## config.mk

```make
export PLATFORM = sky130hd
export DESIGN_NAME = nes_mmc1_mapper
export DESIGN_NICKNAME = d
export VERILOG_FILES = /design/src/rtl/nes_mmc_pkg.sv /design/src/rtl/nes_mmc1_mapper_serial_loader.sv /design/src/rtl/nes_mmc1_mapper.sv
export SDC_FILE = /design/constraint.sdc
export NUM_CORES = 1
export LEC_CHECK = 0
export BUFFER_PORTS_ARGS = -buffer_cell sky130_fd_sc_hd__buf_2
export CORE_AREA = 5 5 68 70
export CTS_CLUSTER_SIZE = 12
export DETAILED_ROUTE_END_ITERATION = 8
export DIE_AREA = 0 0 73 75
export PLACE_DENSITY = 0.94
export RECOVER_POWER = 100
export SLEW_MARGIN = 20
export SYNTH_ARGS = -nofsm -noshare
export SYNTH_HDL_FRONTEND = slang
export SYNTH_SLANG_ARGS = --single-unit
```

## constraint.sdc

```tcl
create_clock -name i_clk -period 4.75 [get_ports i_clk]
set_input_delay 0.95 -clock i_clk [delete_from_list [all_inputs] [get_ports i_clk]]
set_output_delay 0.95 -clock i_clk [all_outputs]
set_load 0.01 [all_outputs]
```

## src/rtl/nes_mmc_pkg.sv

```systemverilog
// nes_mmc_pkg: shared MMC1 encodings (mirroring, register indices, PRG modes, control reset value).
package nes_mmc_pkg;
    localparam logic [2:0] MIRROR_H   = 3'd0;
    localparam logic [2:0] MIRROR_V   = 3'd1;
    localparam logic [2:0] MIRROR_1SA = 3'd2;
    localparam logic [2:0] MIRROR_1SB = 3'd3;

    localparam logic [1:0] REG_CTRL = 2'd0;
    localparam logic [1:0] REG_CHR0 = 2'd1;
    localparam logic [1:0] REG_CHR1 = 2'd2;
    localparam logic [1:0] REG_PRG  = 2'd3;

    localparam logic [4:0] CTRL_RST = 5'h0C;

    typedef enum logic [1:0] {
        PRG_32K_A     = 2'd0,
        PRG_32K_B     = 2'd1,
        PRG_FIX_FIRST = 2'd2,
        PRG_FIX_LAST  = 2'd3
    } prg_mode_e;

    function automatic logic [2:0] mirror_of(input logic [1:0] m);
        return m == 2'd0 ? MIRROR_1SA :
               m == 2'd1 ? MIRROR_1SB :
               m == 2'd2 ? MIRROR_V   : MIRROR_H;
    endfunction
endpackage

```

## src/rtl/nes_mmc1_mapper_serial_loader.sv

```systemverilog
// nes_mmc1_serial_loader: MMC1 5-write serial port.
// Ports: i_clk/i_rstn clock and async active-low reset; i_cyc_en bus cycle strobe;
// i_wr_req write to $8000-$FFFF; i_bit7/i_bit0 write data bits; i_sel target register index;
// o_load one-cycle load pulse; o_ctrl_rst reset-bit write; o_data 5-bit value; o_sel register index.
// Optional: NES_MMC1_CONSEC_WR_FILTER_EN drops an accepted write directly following another.
module nes_mmc1_serial_loader
    import nes_mmc_pkg::*;
(
    input  logic       i_clk,
    input  logic       i_rstn,
    input  logic       i_cyc_en,
    input  logic       i_wr_req,
    input  logic       i_bit7,
    input  logic       i_bit0,
    input  logic [1:0] i_sel,
    output logic       o_load,
    output logic       o_ctrl_rst,
    output logic [4:0] o_data,
    output logic [1:0] o_sel
);
    logic [4:0] sr_q, sr_d;
    logic [2:0] cnt_q, cnt_d;
    logic       acc, wr;

    assign acc = i_cyc_en & i_wr_req;

`ifdef NES_MMC1_CONSEC_WR_FILTER_EN
    // Remembers whether the last bus cycle was an accepted write, so the second
    // write of a read-modify-write pair is dropped.
    logic flag_q, flag_d;
    assign wr     = acc & ~flag_q;
    assign flag_d = i_cyc_en ? acc : flag_q;
    always_ff @(posedge i_clk or negedge i_rstn) begin
        if (!i_rstn) flag_q <= 1'b0;
        else         flag_q <= flag_d;
    end
`else
    assign wr = acc;
`endif

    assign o_ctrl_rst = wr & i_bit7;
    assign o_load     = wr & ~i_bit7 & (cnt_q == 3'd4);
    assign o_data     = {i_bit0, sr_q[4:1]};
    assign o_sel      = i_sel;

    always_comb begin
        sr_d  = (o_ctrl_rst | o_load) ? 5'd0 : wr ? o_data : sr_q;
        cnt_d = (o_ctrl_rst | o_load) ? 3'd0 : wr ? cnt_q + 3'd1 : cnt_q;
    end

    always_ff @(posedge i_clk or negedge i_rstn) begin
        if (!i_rstn) begin
            sr_q  <= 5'd0;
            cnt_q <= 3'd0;
        end else begin
            sr_q  <= sr_d;
            cnt_q <= cnt_d;
        end
    end
endmodule

```

## src/rtl/nes_mmc1_mapper.sv

```systemverilog
// nes_mmc1_mapper: MMC1 (mapper 1) PRG/CHR banking, mirroring and PRG-RAM enable.
// Ports: i_clk/i_rstn clock and async active-low reset; i_bus_* CPU bus; o_mmc_rdata PRG read data;
// o_fl_addr/i_fl_rdata PRG flash; i_ppu_addr/o_chr_addr CHR banking; o_sram_addr_ext RAM page (0);
// o_prg_ram_en $6000-$7FFF enable; o_mirror_mode nametable mirroring; o_irq_n (always 1).
// Optional: NES_MMC1_CONSEC_WR_FILTER_EN (see nes_mmc1_serial_loader).
module nes_mmc1_mapper
    import nes_mmc_pkg::*;
#(
    parameter int unsigned PRG_BANK_W    = 4,
    parameter int unsigned PRG_LAST_BANK = 15,
    parameter int unsigned CHR_BANK_W    = 5,
    parameter logic [22:0] FL_PRG_BASE   = 23'h000000
) (
    input  logic                   i_clk,
    input  logic                   i_rstn,
    input  logic [15:0]            i_bus_addr,
    input  logic [7:0]             i_bus_wdata,
    input  logic                   i_bus_r_wn,
    input  logic                   i_bus_cyc_en,
    output logic [7:0]             o_mmc_rdata,
    output logic [22:0]            o_fl_addr,
    input  logic [7:0]             i_fl_rdata,
    input  logic [12:0]            i_ppu_addr,
    output logic [CHR_BANK_W+11:0] o_chr_addr,
    output logic [7:0]             o_sram_addr_ext,
    output logic                   o_prg_ram_en,
    output logic [2:0]             o_mirror_mode,
    output logic                   o_irq_n
);
    logic [4:0]            ctrl_q, ctrl_d, chr0_q, chr0_d, chr1_q, chr1_d, prg_q, prg_d;
    logic                  ld, ctrl_rst;
    logic [4:0]            ld_data;
    logic [1:0]            ld_sel;
    logic                  a14, ppu12;
    logic [1:0]            prg_mode;
    logic [PRG_BANK_W-1:0] prg_sel, prg_bank;
    logic [CHR_BANK_W-1:0] chr_bank;
    logic                  unused_wdata;

    assign unused_wdata = ^i_bus_wdata[6:1];

    nes_mmc1_serial_loader u_loader (
        .i_clk      (i_clk),
        .i_rstn     (i_rstn),
        .i_cyc_en   (i_bus_cyc_en),
        .i_wr_req   (~i_bus_r_wn & i_bus_addr[15]),
        .i_bit7     (i_bus_wdata[7]),
        .i_bit0     (i_bus_wdata[0]),
        .i_sel      (i_bus_addr[14:13]),
        .o_load     (ld),
        .o_ctrl_rst (ctrl_rst),
        .o_data     (ld_data),
        .o_sel      (ld_sel)
    );

    always_comb begin
        // A reset-bit write forces PRG mode 3 and keeps the other control bits.
        ctrl_d = ctrl_rst ? {ctrl_q[4], 2'b11, ctrl_q[1:0]} :
                 (ld && ld_sel == REG_CTRL) ? ld_data : ctrl_q;
        chr0_d = (ld && ld_sel == REG_CHR0) ? ld_data : chr0_q;
        chr1_d = (ld && ld_sel == REG_CHR1) ? ld_data : chr1_q;
        prg_d  = (ld && ld_sel == REG_PRG)  ? ld_data : prg_q;
    end

    always_ff @(posedge i_clk or negedge i_rstn) begin
        if (!i_rstn) begin
            ctrl_q <= CTRL_RST;
            chr0_q <= 5'd0;
            chr1_q <= 5'd0;
            prg_q  <= 5'd0;
        end else begin
            ctrl_q <= ctrl_d;
            chr0_q <= chr0_d;
            chr1_q <= chr1_d;
            prg_q  <= prg_d;
        end
    end

    assign a14      = i_bus_addr[14];
    assign ppu12    = i_ppu_addr[12];
    assign prg_mode = ctrl_q[3:2];
    assign prg_sel  = prg_q[PRG_BANK_W-1:0];

    always_comb begin
        prg_bank = (prg_mode == PRG_FIX_LAST)  ? (a14 ? PRG_BANK_W'(PRG_LAST_BANK) : prg_sel) :
                   (prg_mode == PRG_FIX_FIRST) ? (a14 ? prg_sel : '0) :
                   {prg_sel[PRG_BANK_W-1:1], a14};
        chr_bank = ctrl_q[4] ? (ppu12 ? chr1_q[CHR_BANK_W-1:0] : chr0_q[CHR_BANK_W-1:0]) :
                   {chr0_q[CHR_BANK_W-1:1], ppu12};
    end

    assign o_fl_addr       = i_bus_addr[15] ? FL_PRG_BASE + 23'({prg_bank, i_bus_addr[13:0]}) : 23'd0;
    assign o_mmc_rdata     = i_bus_addr[15] ? i_fl_rdata : 8'h00;
    assign o_chr_addr      = {chr_bank, i_ppu_addr[11:0]};
    assign o_mirror_mode   = mirror_of(ctrl_q[1:0]);
    assign o_prg_ram_en    = ~prg_q[4];
    assign o_sram_addr_ext = 8'h00;
    assign o_irq_n         = 1'b1;
endmodule

```

Word level (Yosys, flattened, before mapping)

Index checks and enable logic that the tools add are counted.

Add/sub/neg operators: 1
Bitwise logic cells: 10
Equal/unequal tests: 8
Reductions and logical operators: 9
Muxes and demuxes: 17

Operators by type and width:

| kind                                                | number |
|---|---|
| 2-to-1 mux 4 bit                                    | 6 |
| 2-to-1 mux 5 bit                                    | 4 |
| 2-to-1 mux 18 bit                                   | 1 |
| equality test 2 bit, second input constant          | 5 |
| 2-to-1 mux 8 bit                                    | 1 |
| 2-to-1 mux 3 bit                                    | 2 |
| AND 1 bit                                           | 5 |
| equality test 2 x 1 -> 1 bit, second input constant | 2 |
| logical AND 1 bit                                   | 4 |
| logical NOT 2 bit                                   | 2 |
| 2-to-1 mux 2 bit                                    | 2 |
| NOT 1 bit                                           | 4 |
| nonzero test 2 bit                                  | 2 |
| adder 3 x 1 -> 3 bit, second input constant         | 1 |
| equality test 3 bit, second input constant          | 1 |
| AND reduction 2 bit                                 | 1 |
| 2-to-1 mux 1 bit                                    | 1 |
| OR 1 bit                                            | 1 |

Bits of input ports: 49
Flip-flop bits (word level): 28

Logic depth before layout (Yosys ltp)

Gate-level depths: netlist (run 1).

Depth in word-level cells: 8
Depth in mapped cells: 6
Mapped depth without buffers: 5

Hierarchy

From an unflattened synthesis (run 1), not the netlist that was laid out.

Cells, all modules: 165
Area total of the unflattened synthesis: 1,716.6 um^2

Modules (own cells, without submodules):

| module                 | cells each | instances | sequential area each (um^2) | area each (um^2) |
|---|---|---|---|---|
| nes_mmc1_mapper        | 134        | 1         | 503.0                       | 1,343.8 |
| nes_mmc1_serial_loader | 31         | 1         | 175.2                       | 372.9 |

Worst setup path before layout (run 1)

OpenSTA, ideal clock, no wires.

Path type: input to output
From: input port i_bus_addr[15]
To: output port o_fl_addr[0]
Setup slack: 2,250 ps
Arrival time: 1,550 ps
Path buffers: 2
Stages: 3
Path through: clkbuf_1 -> clkbuf_1 -> and2_1

Longest elaborated chain between the ends: 1

RTL lines:

| element            | line                  | source |
|---|---|---|
| start: declaration | nes_mmc1_mapper.sv:16 | `input logic [15:0] i_bus_addr,` |
| 2-to-1 mux 18 bit  | nes_mmc1_mapper.sv:92 | `assign o_fl_addr = i_bus_addr[15] ? FL_PRG_BASE + 23'({prg_bank, i_bus_addr[13:0]}) : 23'd0;` |
| end: declaration   | nes_mmc1_mapper.sv:21 | `output logic [22:0] o_fl_addr,` |

Every way passes these cells.

Final worst setup path (run 1)

From: input port i_bus_addr[15]
To: register chr0_q[1]

Longest elaborated chain between the ends: 5

RTL lines:

| element                 | line                                | source |
|---|---|---|
| AND 1 bit               | nes_mmc1_mapper.sv:46               | `.i_wr_req (~i_bus_r_wn & i_bus_addr[15]),` |
| AND 1 bit               | nes_mmc1_mapper_serial_loader.sv:25 | `assign acc = i_cyc_en & i_wr_req;` |
| AND 1 bit (2 in series) | nes_mmc1_mapper_serial_loader.sv:42 | `assign o_load = wr & ~i_bit7 & (cnt_q == 3'd4);` |
| logical AND 1 bit       | nes_mmc1_mapper.sv:60               | `chr0_d = (ld && ld_sel == REG_CHR0) ? ld_data : chr0_q;` |
| end signal: assignment  | nes_mmc1_mapper.sv:73               | `chr0_q <= chr0_d;` |
| end: declaration        | nes_mmc1_mapper.sv:30               | `logic [4:0] ctrl_q, ctrl_d, chr0_q, chr0_d, chr1_q, chr1_d, prg_q, prg_d;` |

Every way passes these cells.
A chain may end at the register's enable or synchronous reset.

==> results.md, run 1 <==
Status:
- The run finished with clean final reports.

Yosys:
- The most frequent cell after synthesis is buf_4.
- Of all cell types, the one taking the most synthesized area is dfrtp_1.
- The share of the Yosys chip area taken by registers is 0.385.
- The most used flip-flop cell after synthesis is dfrtp_1.
- Of all flip-flops after synthesis, the portion carrying an async set or reset was 1.00.
- The number of instances in the synthesized netlist is 162.
- Counting instances in the post-synthesis netlist gives the leading cell types as buf_4 (27), dfrtp_1 (25), and2_1 (23).
- Dividing the synthesized area by the synthesized cell count gives 10.9 um2.
- After synthesis the netlist holds a flip-flop and latch count of 27.
- By area the synthesized netlist is led by dfrtp_1 (36%), buf_4 (12%), mux2_2 (9.6%).
- The count of yosys warnings during synthesis is 0.
- In this run, distinct cell masters in the synthesized netlist total 29.
- The number of synthesized flops with an enable pin is 0.
- The top-area cell type share of the netlist area is 0.355.
- In this run the cell area of the synthesized design comes to 0.00176 mm2.

Critical path:
- Walking the worst path, the cells encountered are clkbuf_1, nand4bb_1, nor4_1, mux2_2.
- The cell type of the slowest stage on the worst timing path is nor4_1.
- The register-to-register setup slack is 2.62 ns.
- The data required time at the worst endpoint is 4.91 ns.
- For the worst flop-to-flop path, the logic depth is 5.
- The highest fanout seen on the critical path is 29.
- The kind of cell with the highest combined delay on the critical path is simple AND/OR/NAND/NOR gates.
- The setup path with the least slack is of type in2reg.
- The endpoint arrival time on the critical path is 3.23 ns.
- In this run the number of cells on the critical path is 4.
- The critical path startpoint category is an input pin.
- The number of buffers and inverters on the critical path is 1.
- The worst setup path is captured at a flip-flop.
- The delay of the slowest critical-path stage is between 0.9 and 1 ns.
- The startpoint of the worst-slack reg-to-reg timing path is u_loader.cnt_q[0]$_DFFE_PN0P_.
- The reg-to-reg critical path endpoint is chr0_q[1]$_DFFE_PN0P_.

Power and ir drop:
- The ratio of total power to cell area is 291 mW/mm2.
- The worst-case IR drop observed on VDD is 170 uV.
- The leakage dissipation is approximately 1 nW.

Floorplan:
- In this run the count of I/O pins placed on the die edge is 110.
- The initial utilization of the core area, before any placement, comes to 0.450.
- The row count is 23.
- The width of the die is 73 um.
- The total core area is 0.00391 mm2.
- The die covers 0.00548 mm2.
- The die is 75 um tall.

Cells and area:
- Registers take 678 um2.
- Compared with the post-synthesis result, the final layout area differs by 7.46%.
- The multi-input combinational cells in the finished layout cover a total of 771 um2.
- For this run, the post-layout net count is 265.
- The antenna diode count is 0.
- In the final layout, the share of cells above drive strength 1 is 0.256.
- The number of filler instances in the final layout is 391.

Global routing:
- For this run, the total global-route usage over all layers was measured as 0.126.
- The global-route congestion overflow total is 0.
- The via count of the first global-routing pass is 1229.
- The global-route wire length before repair is 5530 um.
- The number of antenna violations at the first check in global routing is 0.
- The largest net degree at the start of global routing is 30.

Hold path:
- The worst hold path terminates at chr1_q[2]$_DFFE_PN0P_.
- Counting instances, the worst hold path has a depth of 1.
- The path class of the tightest hold or removal check is reg2reg.
- The startpoint identified for the worst hold timing path is chr1_q[2]$_DFFE_PN0P_.

CTS:
- The number of buffers inserted to repair setup after CTS is 0.
- The clock sink count is 27.
- The number of gates resized after CTS was 0.
- The clock-pin slew on the worst setup and hold paths is 0.09 ns.
- The level count of the clock H-tree is 1.
- The TritonCTS clock tree is yes.
- Clock latency on the worst-skew pair, taken at its later pin, is 0.27 ns.
- The longest clock path from root to sink contains 2 buffers.
- The library cell used as clock root buffer is clkbuf_8.
- Buffers inserted to repair hold after CTS numbered 0.
- In this run, CTS created clock tree buffers numbering 3.

STA:
- The relative slew slack is 0.0849.
- The setup clock skew after layout is between 0.005 and 0.006 ns.
- The smallest setup slack after layout is ~1.7 ns.
- Setup repair after global routing left no endpoint under its margin.
- The minimum clock period is slightly above 3 ns.
- The highest clock rate is 326 MHz.
- The setup total negative slack is 0 ns.
- The slew of the pin with the lowest slew margin is 1.37 ns.
- The number of pins exceeding their max-slew limit in the final report is 0.
- The share of the cycle needed by the critical path after routing is 0.645.
- Setup violations remaining at the end of the flow were counted as 0.
- The final hold violation count came to 0.

Detailed routing:
- The wire length reported by the detailed router is roughly 3600 um.
- The routed layout has 1198 vias.
- In the final routed layout, each cell accounts on average for 13.7 um.
- The post-detailed-route DRC marker count is 0.
- The residual antenna-violating net count after detailed routing is 0.
- The first-pass iteration count of the detailed router is 4.
- The initial detailed-routing violation count is 32.
- The post-detailed-route via-to-cell ratio is 4.59.

Placed design:
- The final weighted congestion in routability-driven placement is 0.819.
- The port buffer count is 64.
- Timing analysis after detailed placement gives a worst setup slack of 2.08 ns.
- The HPWL after detailed placement is 2960 um.

Job:
- The max capacitance violation total is 0.
-- worst max-delay path by stage --
stage | from | endpoint
after floorplan | i_bus_addr[15] | o_fl_addr[0]
after global placement | i_ppu_addr[12] | o_chr_addr[13]
after detailed placement | i_ppu_addr[12] | o_chr_addr[14]
after CTS | i_ppu_addr[12] | o_chr_addr[14]
after global routing | i_bus_addr[15] | chr0_q[2]$_DFFE_PN0P_
final | i_bus_addr[15] | chr0_q[1]$_DFFE_PN0P_
-- registers in the layout (all words and copies together) (netlist names) --
| register | count |
|---|---|
| chr0_q | 5 |
| chr1_q | 5 |
| ctrl_q | 5 |
| prg_q | 5 |
| u_loader.cnt_q | 3 |
| u_loader.sr_q | 4 |
-- per-layer routing --
layer / global-route usage / vias up / wire length (um)
met1: 0.144 / 561 / 1360
met5: 0 / - / 0
met3: 0.0320 / 4 / 233
met2: 0.229 / 33 / 1960
met4: 0.0410 / 0 / 33
li1: - / 600 / -
-- kinds of logic after synthesis --
kind of cell               Yosys count  synth area share
buffers and inverters               44             0.160
and+or+nand+nor                     39             0.168
DFF                                 27             0.385
muxes                               25             0.175
AOI/OAI and AO/OA                   21            0.0795
adders and majority gates            4            0.0284
other                                2           0.00426
-- report_power, final --
part | internal (W) | total [W] | switching [W]
clock network | 0.0000614 | 0.000132 | 0.0000705
registers | 0.000260 | 0.000285 | 0.0000244
logic | 0.0000605 | 0.000134 | 0.0000737
total | 0.000382 | 0.000551 | 0.000169
-- cell type report --
class / instances / area share
Sequential cell: 27 / 0.358
Multi-Input combinational cell: 104 / 0.407
Timing Repair Buffer: 64 / 0.151
Inverter: 12 / 0.0238
Clock buffer: 3 / 0.0218
Clock inverter: 1 / 0.00463
Tap cell: 50 / 0.0330
-- placed cells by master, fill, tap and decap left out, types with 2 or more instances in the layout --
cell type | Yosys | final
a31oi_1 | 2 | 2
mux2_2 | 15 | 8
dfstp_2 | 2 | 2
buf_2 | 0 | 37
nand2_1 | 6 | 6
mux2i_1 | 2 | 2
conb_1 | 2 | 15
o21ai_0 | 4 | 4
or4_1 | 0 | 2
clkbuf_1 | 3 | 27
and2_1 | 23 | 15
and2_0 | 0 | 8
mux2_1 | 0 | 14
ha_1 | 4 | 4
inv_1 | 11 | 11
clkbuf_8 | 0 | 3
a21boi_0 | 4 | 4
nor4_1 | 0 | 2
a22o_1 | 5 | 5
dfrtp_1 | 25 | 25
a21oi_1 | 4 | 4
-- metrics by stage --
step                      hold slack (ns)  total power (W)   util  cells  area (um2)
final                               0.495         0.000551  0.484    261        1890
after CTS                           0.519         0.000575  0.513    261        2010
after floorplan                     0.475         0.000404      -    175        1810
after global placement              0.482         0.000433  0.500    257        1960
after global routing                0.523         0.000584  0.484    261        1890
after detailed placement            0.496         0.000444  0.500    257        1960
Power figures use the tool's default switching activity.
==> inputs of run 2 (changes only) <==
CORE_AREA = 5 5 71 73   (was 5 5 68 70)
DIE_AREA = 0 0 76 78   (was 0 0 73 75)
PLACE_DENSITY = 0.87   (was 0.94)
clock period = 2.9 ns   (was 4.75 ns; I/O delays follow)
==> run 2 against run 1 <==
Effect of this change: clock power up 58%; flip-flop and latch count unchanged; first-iteration DRC count down 38%; final area up 2.1%; critical path type unchanged; highest routed layer unchanged; largest power group unchanged; combinational power up 71%; clock skew down 0.0039 ns; die area up 8.3%.
==> results.md, run 2 (synthesis results as in run 1) <==
CTS:
- The later-pin clock latency in the skew report was 0.26 ns (about the same).
- The TritonCTS buffer count is 3 (unchanged).
- The number of buffers inserted to repair setup after CTS is 0 (unchanged).
- The cell sitting at the root of the clock tree is a clkbuf_8.
- The count of cells resized by post-cts repair is 0 (unchanged).
- The clock sink count is 27 (unchanged).
- The maximum root-to-sink buffer count was 2 (unchanged).
- The clock-pin slew on the worst setup and hold paths was 0.09 ns (about the same).
- TritonCTS built the clock tree.
- The number of hold-repair buffers added at the cts stage is 0 (unchanged).
- The level count of the clock H-tree is 1 (unchanged).

Floorplan:
- The total core area is 0.00429 mm2 (+9.7%).
- The starting density of the core is 0.410 (-0.0399).
- The number of top-level pins was 110 (unchanged).
- The width of the die is 76 um (+4.1%).
- The row count is 24 (+4.3%).
- The chip height is 78 um (+4.0%).
- The die outline area is 0.00593 mm2 (+8.3%).

Detailed routing:
- The via total after detailed routing is 1248 (+4.2%).
- The residual antenna-violating net count after detailed routing is 0 (unchanged).
- The first-pass iteration count of the detailed router is 4 (unchanged).
- The post-detailed-route DRC marker count is 0 (unchanged).
- The wire length reported by the detailed router came to 3550 um (-0.81%).
- The initial detailed-routing violation count is 20 (-38%).
- The post-detailed-route via-to-cell ratio is 4.75 (+3.4%).
- The detail-routed net length per standard cell is 13.5 um (-1.6%).

Critical path:
- The highest fanout seen on the critical path is 29 (unchanged).
- The critical path startpoint category is an input pin.
- The critical path is of the in2reg type.
- The data required time at the worst endpoint is 3.05 ns (-1.86 ns).
- The worst setup path is captured at a flip-flop.
- The endpoint arrival time on the critical path is 2.46 ns (-0.77 ns).

Job:
- The max capacitance violation total came to 0 (unchanged).

STA:
- The number of pins exceeding their max-slew limit in the final report was 0 (unchanged).
- The setup clock skew after layout came to 0.00106 ns (-0.00395 ns).
- The minimum clock period is about 2.3 ns.
- Of the available clock period, the critical path in the final layout requires 0.796.
- The minimum hold slack came to 0.512 ns (+0.0166 ns).
- The final number of setup-violating endpoints came to 0 (unchanged).
- The slew of the pin with the lowest slew margin is 1.40 ns (+0.0305 ns).
- Timing would allow up to 433 MHz.
- The setup total negative slack came to 0 ns (unchanged).
- The relative slew slack is 0.0646 (-0.0204).
- Setup repair after global routing left no endpoint under its margin.
- The final hold violation count came to 0 (unchanged).

Placed design:
- The HPWL after detailed placement came to 2920 um (-1.4%).
- The port buffer count is 64 (unchanged).
- The final weighted congestion in routability-driven placement was 0.748 (-8.7%).
- The instance count after placement with tap cells included is 259 (+0.78%).

Cells and area:
- The number of non-filler instances in the completed layout is 263 (+0.77%).
- In the layout the commonest cells are buf_2 (38), clkbuf_1 (26), dfrtp_1 (25).
- The ratio of cells with drive above 1 in the final layout is 0.322 (+0.0664).
- The final layout net count is 265 (unchanged).
- Leaving out fill and tap cells, the most frequent cell in the layout is buf_2.
- The antenna diode count is 0 (unchanged).
- From synthesis to final layout, the design area changed by 9.73%.

Global routing:
- The global-route congestion overflow total was 0 (unchanged).
- The via count of the first global-routing pass was 1274 (+3.7%).
- The routing layer with the top usage in global route is met2.
- The global routing usage on met2 is 0.209 (-0.0205).
- The global-route wire length before repair is 5980 um (+8.1%).
- The met1 track demand over resource is 0.129 (-0.0150).
- The global-route track usage on met3 came to 0.0405 (+0.00847).
- The overall routing resource usage is 0.117 (-0.00927).
- The largest net degree at the start of global routing is 30 (unchanged).
- The number of antenna violations at the first check in global routing is 0 (unchanged).

Hold path:
- The tightest min-delay check is of the reg2reg type.

Status:
- The run finished with clean final reports.

Power and ir drop:
- The leakage dissipation is 0.984 nW (+0.70%).
- The ratio of total power to cell area came to 469 mW/mm2 (+61%).
- The total chip power is 0.000906 W (+65%).
- The maximum vdd ir drop is 268 uV (+58%).
[run 2: cell count changes in the layout (fill, tap and decap cells not counted), moves of 2 or more]
cell,delta
mux2_4,+3
nor4_1,-2
mux2_1,-10
nor4_2,+2
mux2_2,+7
[run 2: report_power, final]
part	switching (W)	internal, W	leakage, nW
sequential	0.0000422	0.000426	0.364
combinational	0.000123	0.000106	0.595
clock	0.000112	0.0000960	0.0255
[run 2: metal layers]
layer  wire length, um  share of wire
met5                 0              0
met1              1460           0.41
met3               333          0.094
met4                59          0.017
met2              1700           0.48
[run 2: layout make-up]
cell class,count,area [um2]
clock inverters,1,5.00
inverters,12,45.0
clock buffers,3,41.3
well taps,52,65.1
flip-flops and latches,27,678
fillers,426,2360
repair buffers,64,288
multi-input cells,104,811
[run 2: critical path: stages]
cell	delay, ns
clkbuf_1	0.64
nand4bb_4	0.20
or4_1	0.67
mux2_1	0.37
[run 2: path summary, 6_finish.rpt]
path,start,end,slack [ns],cells after the start
setup reg to reg,u_loader.cnt_q[0]$_DFFE_PN0P_,prg_q[1]$_DFFE_PN0P_,1.06,5
hold / removal,chr0_q[3]$_DFFE_PN0P_,chr0_q[3]$_DFFE_PN0P_,0.51,1
setup / recovery,i_bus_addr[15],prg_q[1]$_DFFE_PN0P_,0.59,4
min in group asynchronous,i_rstn,chr1_q[3]$_DFFE_PN0P_,0.62,1
max in group asynchronous,i_rstn,ctrl_q[1]$_DFFE_PN0P_,1.46,1
hold reg to reg,chr0_q[3]$_DFFE_PN0P_,chr0_q[3]$_DFFE_PN0P_,0.51,1
[run 2: stage by stage]
stage          cell area, um2  setup slack, ns  utilization
2_1_floorplan            1810             1.01            -
3_3_place_gp             1960            0.776        0.456
3_5_place_dp             1960            0.734        0.456
4_1_cts                  2010            0.923        0.467
5_1_grt                  1930            0.413        0.450
6_report                 1930            0.591        0.450
==> inputs of run 3 (changes only) <==
clock period = 2.2 ns   (was 2.9 ns; I/O delays follow)
==> run 3 against run 2 <==
Effect of this change: critical path depth unchanged; flip-flop and latch count unchanged; combinational power increased by 32%; total power increased by 32%; non-clock buffer count increased by 1; core utilization decreased by 0.20 points; sequential power increased by 32%.
==> results.md, run 3 (synthesis results as in run 1) <==
Cells and area:
- The antenna diode count is 0 (unchanged).
- Relative to the synthesized area, the layout overhead comes to 9.23%.
- The number of non-filler instances in the completed layout was 264 (+0.38%).
- The final layout net count is 266 (+0.38%).
- The ratio of cells with drive above 1 in the final layout was 0.288 (-0.0345).
- In the layout the commonest cells are buf_2 (35), clkbuf_1 (30), dfrtp_1 (25).
- The number of filler instances in the final layout is 442 (+3.8%).
- The most common library cell in the layout ignoring fill and taps is buf_2.

Floorplan:
- The chip height came to 78 um (unchanged).
- The total core area came to 0.00429 mm2 (unchanged).
- The die outline area is 0.00593 mm2 (unchanged).
- The row count was 24 (unchanged).
- The width of the die is 76 um (unchanged).
- The starting density of the core is 0.410 (unchanged).
- The number of top-level pins is 110 (unchanged).

Critical path:
- Grouping stages by cell kind, the critical path spends the most delay in flip-flops.
- The endpoint arrival time on the critical path is 1.48 ns (-0.98 ns).
- The number of buffers and inverters on the critical path came to 1 (unchanged).
- The register-to-register setup slack is 0.33 ns (-0.73 ns).
- The delay of the slowest critical-path stage is 0.60 ns (-0.07 ns).
- The type of the setup path with the least slack is reg2out.
- Walking the worst path, the cells encountered are and2_1, o21ai_0, a21boi_0, clkbuf_1.
- The highest fanout seen on the critical path is 5 (-83%).
- The capturing element type of the critical path is an output pin.
- For this design, the slowest cell found on the critical path is dfstp_1.
- The reg-to-reg critical path endpoint is chr1_q[0]$_DFFE_PN0P_.
- The data required time at the worst endpoint was 1.76 ns (-1.29 ns).
- The number of stages on the worst setup path was 4 (unchanged).
- In this run the critical register-to-register path is launched from u_loader.cnt_q[0]$_DFFE_PN0P_.
- The worst setup path is launched from a flip-flop.
- The worst reg2reg path depth is 5 (unchanged).

Hold path:
- The startpoint of the most critical hold path is i_bus_wdata[7].
- The worst hold path terminates at u_loader.cnt_q[2]$_DFFE_PN0P_.
- The number of cells on the worst hold path is 2 (+1).
- The path class of the tightest hold or removal check is in2reg.

Placed design:
- The final weighted congestion in routability-driven placement is 0.731 (-2.2%).
- The instance count after placement with tap cells included is 260 (+0.39%).
- The HPWL after detailed placement is 2970 um (+1.7%).
- The port buffer count is 64 (unchanged).

Detailed routing:
- The initial detailed-routing violation count is 20 (unchanged).
- The post-detailed-route via-to-cell ratio is 4.68 (-1.3%).
- The first-pass iteration count of the detailed router came to 4 (unchanged).
- The wire length reported by the detailed router came to 3700 um (+4.2%).
- The post-detailed-route DRC marker count is 0 (unchanged).
- The residual antenna-violating net count after detailed routing is 0 (unchanged).
- The via total after detailed routing came to 1236 (-0.96%).
- The detail-routed net length per standard cell is 14.0 um (+3.8%).

STA:
- The final number of setup-violating endpoints is 0 (unchanged).
- The relative slew slack was 0.0630 (-0.00155).
- Based on the critical path, the design can be clocked at up to approximately 520 MHz.
- The setup total negative slack was 0 ns (unchanged).
- The clock period could shrink to between 1.5 and 2 ns.
- Setup repair after global routing left no endpoint under its margin.
- The final hold violation count is 0 (unchanged).
- The setup clock skew after layout is 0.00268 ns (+0.00161 ns).
- The share of the cycle needed by the critical path after routing is 0.872.
- The number of pins exceeding their max-slew limit in the final report was 0 (unchanged).
- The slew of the pin with the lowest slew margin is 1.41 ns (+0.00233 ns).

Global routing:
- The global-route congestion overflow total was 0 (unchanged).
- The via count of the first global-routing pass was 1238 (-2.8%).
- The largest net degree at the start of global routing is 29 (-3.3%).
- The overall routing resource usage was 0.124 (+0.00697).
- The global-route wire length before repair is 6220 um (+4.2%).
- The number of antenna violations at the first check in global routing is 0 (unchanged).

CTS:
- Clock tree synthesis selected as its root buffer the cell clkbuf_8.
- The maximum root-to-sink buffer count is 2 (unchanged).
- The number of hold-repair buffers added at the cts stage is 0 (unchanged).
- The number of buffers inserted to repair setup after CTS came to 0 (unchanged).
- The clock-pin slew on the worst setup and hold paths is 0.09 ns (about the same).
- The clock sink count came to 27 (unchanged).
- The level count of the clock H-tree is 1 (unchanged).
- The TritonCTS clock tree is yes.
- The count of cells resized by post-cts repair is 0 (unchanged).
- The later-pin clock latency in the skew report was 0.27 ns (about the same).
- The TritonCTS buffer count was 3 (unchanged).

Status:
- The flow ran to the end, and the final reports show no timing, DRC or antenna violations.

Power and ir drop:
- The leakage dissipation came to 0.968 nW (-1.7%).
- The maximum vdd ir drop is 567 uV (+110%).
- The ratio of total power to cell area is 623 mW/mm2 (+33%).

Job:
- The max capacitance violation total is 0 (unchanged).
run 3: changes by cell type in the layout (fill, tap and decap cells not counted), sizes merged:
cell and delta:
buf -2, clkbuf +4, clkinv -1
run 3: final cells by class:
cell class                      instances  area, um2  share of cell area
Multi-Input combinational cell        104        800               0.415
Tap cell                               52       65.1              0.0338
Inverter                               12       45.0              0.0234
Timing Repair Buffer                   65        292               0.151
Sequential cell                        27        678               0.352
Clock buffer                            4       45.0              0.0234
run 3: stage by stage:
step	power [W]	util	cell area, um2	worst slack (ns)	hold WS, ns
after floorplan	0.000872	-	1810	0.448	0.144
after global placement	0.000943	0.458	1970	0.323	0.465
after detailed placement	0.000964	0.458	1970	0.285	0.484
after CTS	0.00125	0.469	2010	0.317	0.181
after global routing	0.00128	0.448	1920	0.178	0.391
final	0.00120	0.448	1920	0.281	0.393
run 3: routing by layer:
| layer | track usage | wire [um] |
|---|---|---|
| met1 | 0.144 | 1500 |
| met2 | 0.215 | 1770 |
| met3 | 0.0532 | 398 |
| met4 | 0.0196 | 31 |
| met5 | 0 | 0 |
run 3: worst max-delay path by stage:
stage	slack, ns	endpoint	from
after detailed placement	0.29	prg_q[3]$_DFFE_PN0P_	i_bus_wdata[7]
after floorplan	0.45	prg_q[0]$_DFFE_PN0P_	i_bus_wdata[7]
after global routing	0.18	o_fl_addr[15]	ctrl_q[3]$_DFFE_PN1P_
after CTS	0.32	o_fl_addr[17]	ctrl_q[3]$_DFFE_PN1P_
final	0.28	o_fl_addr[16]	ctrl_q[3]$_DFFE_PN1P_
after global placement	0.32	prg_q[4]$_DFFE_PN0P_	i_bus_wdata[7]
run 3: report_power, final:
part / total [W] / switching [W] / leakage [nW] / internal (W)
clock: 0.000280 / 0.000150 / 0.0228 / 0.000130
sequential: 0.000616 / 0.0000555 / 0.363 / 0.000560
combinational: 0.000302 / 0.000166 / 0.582 / 0.000136
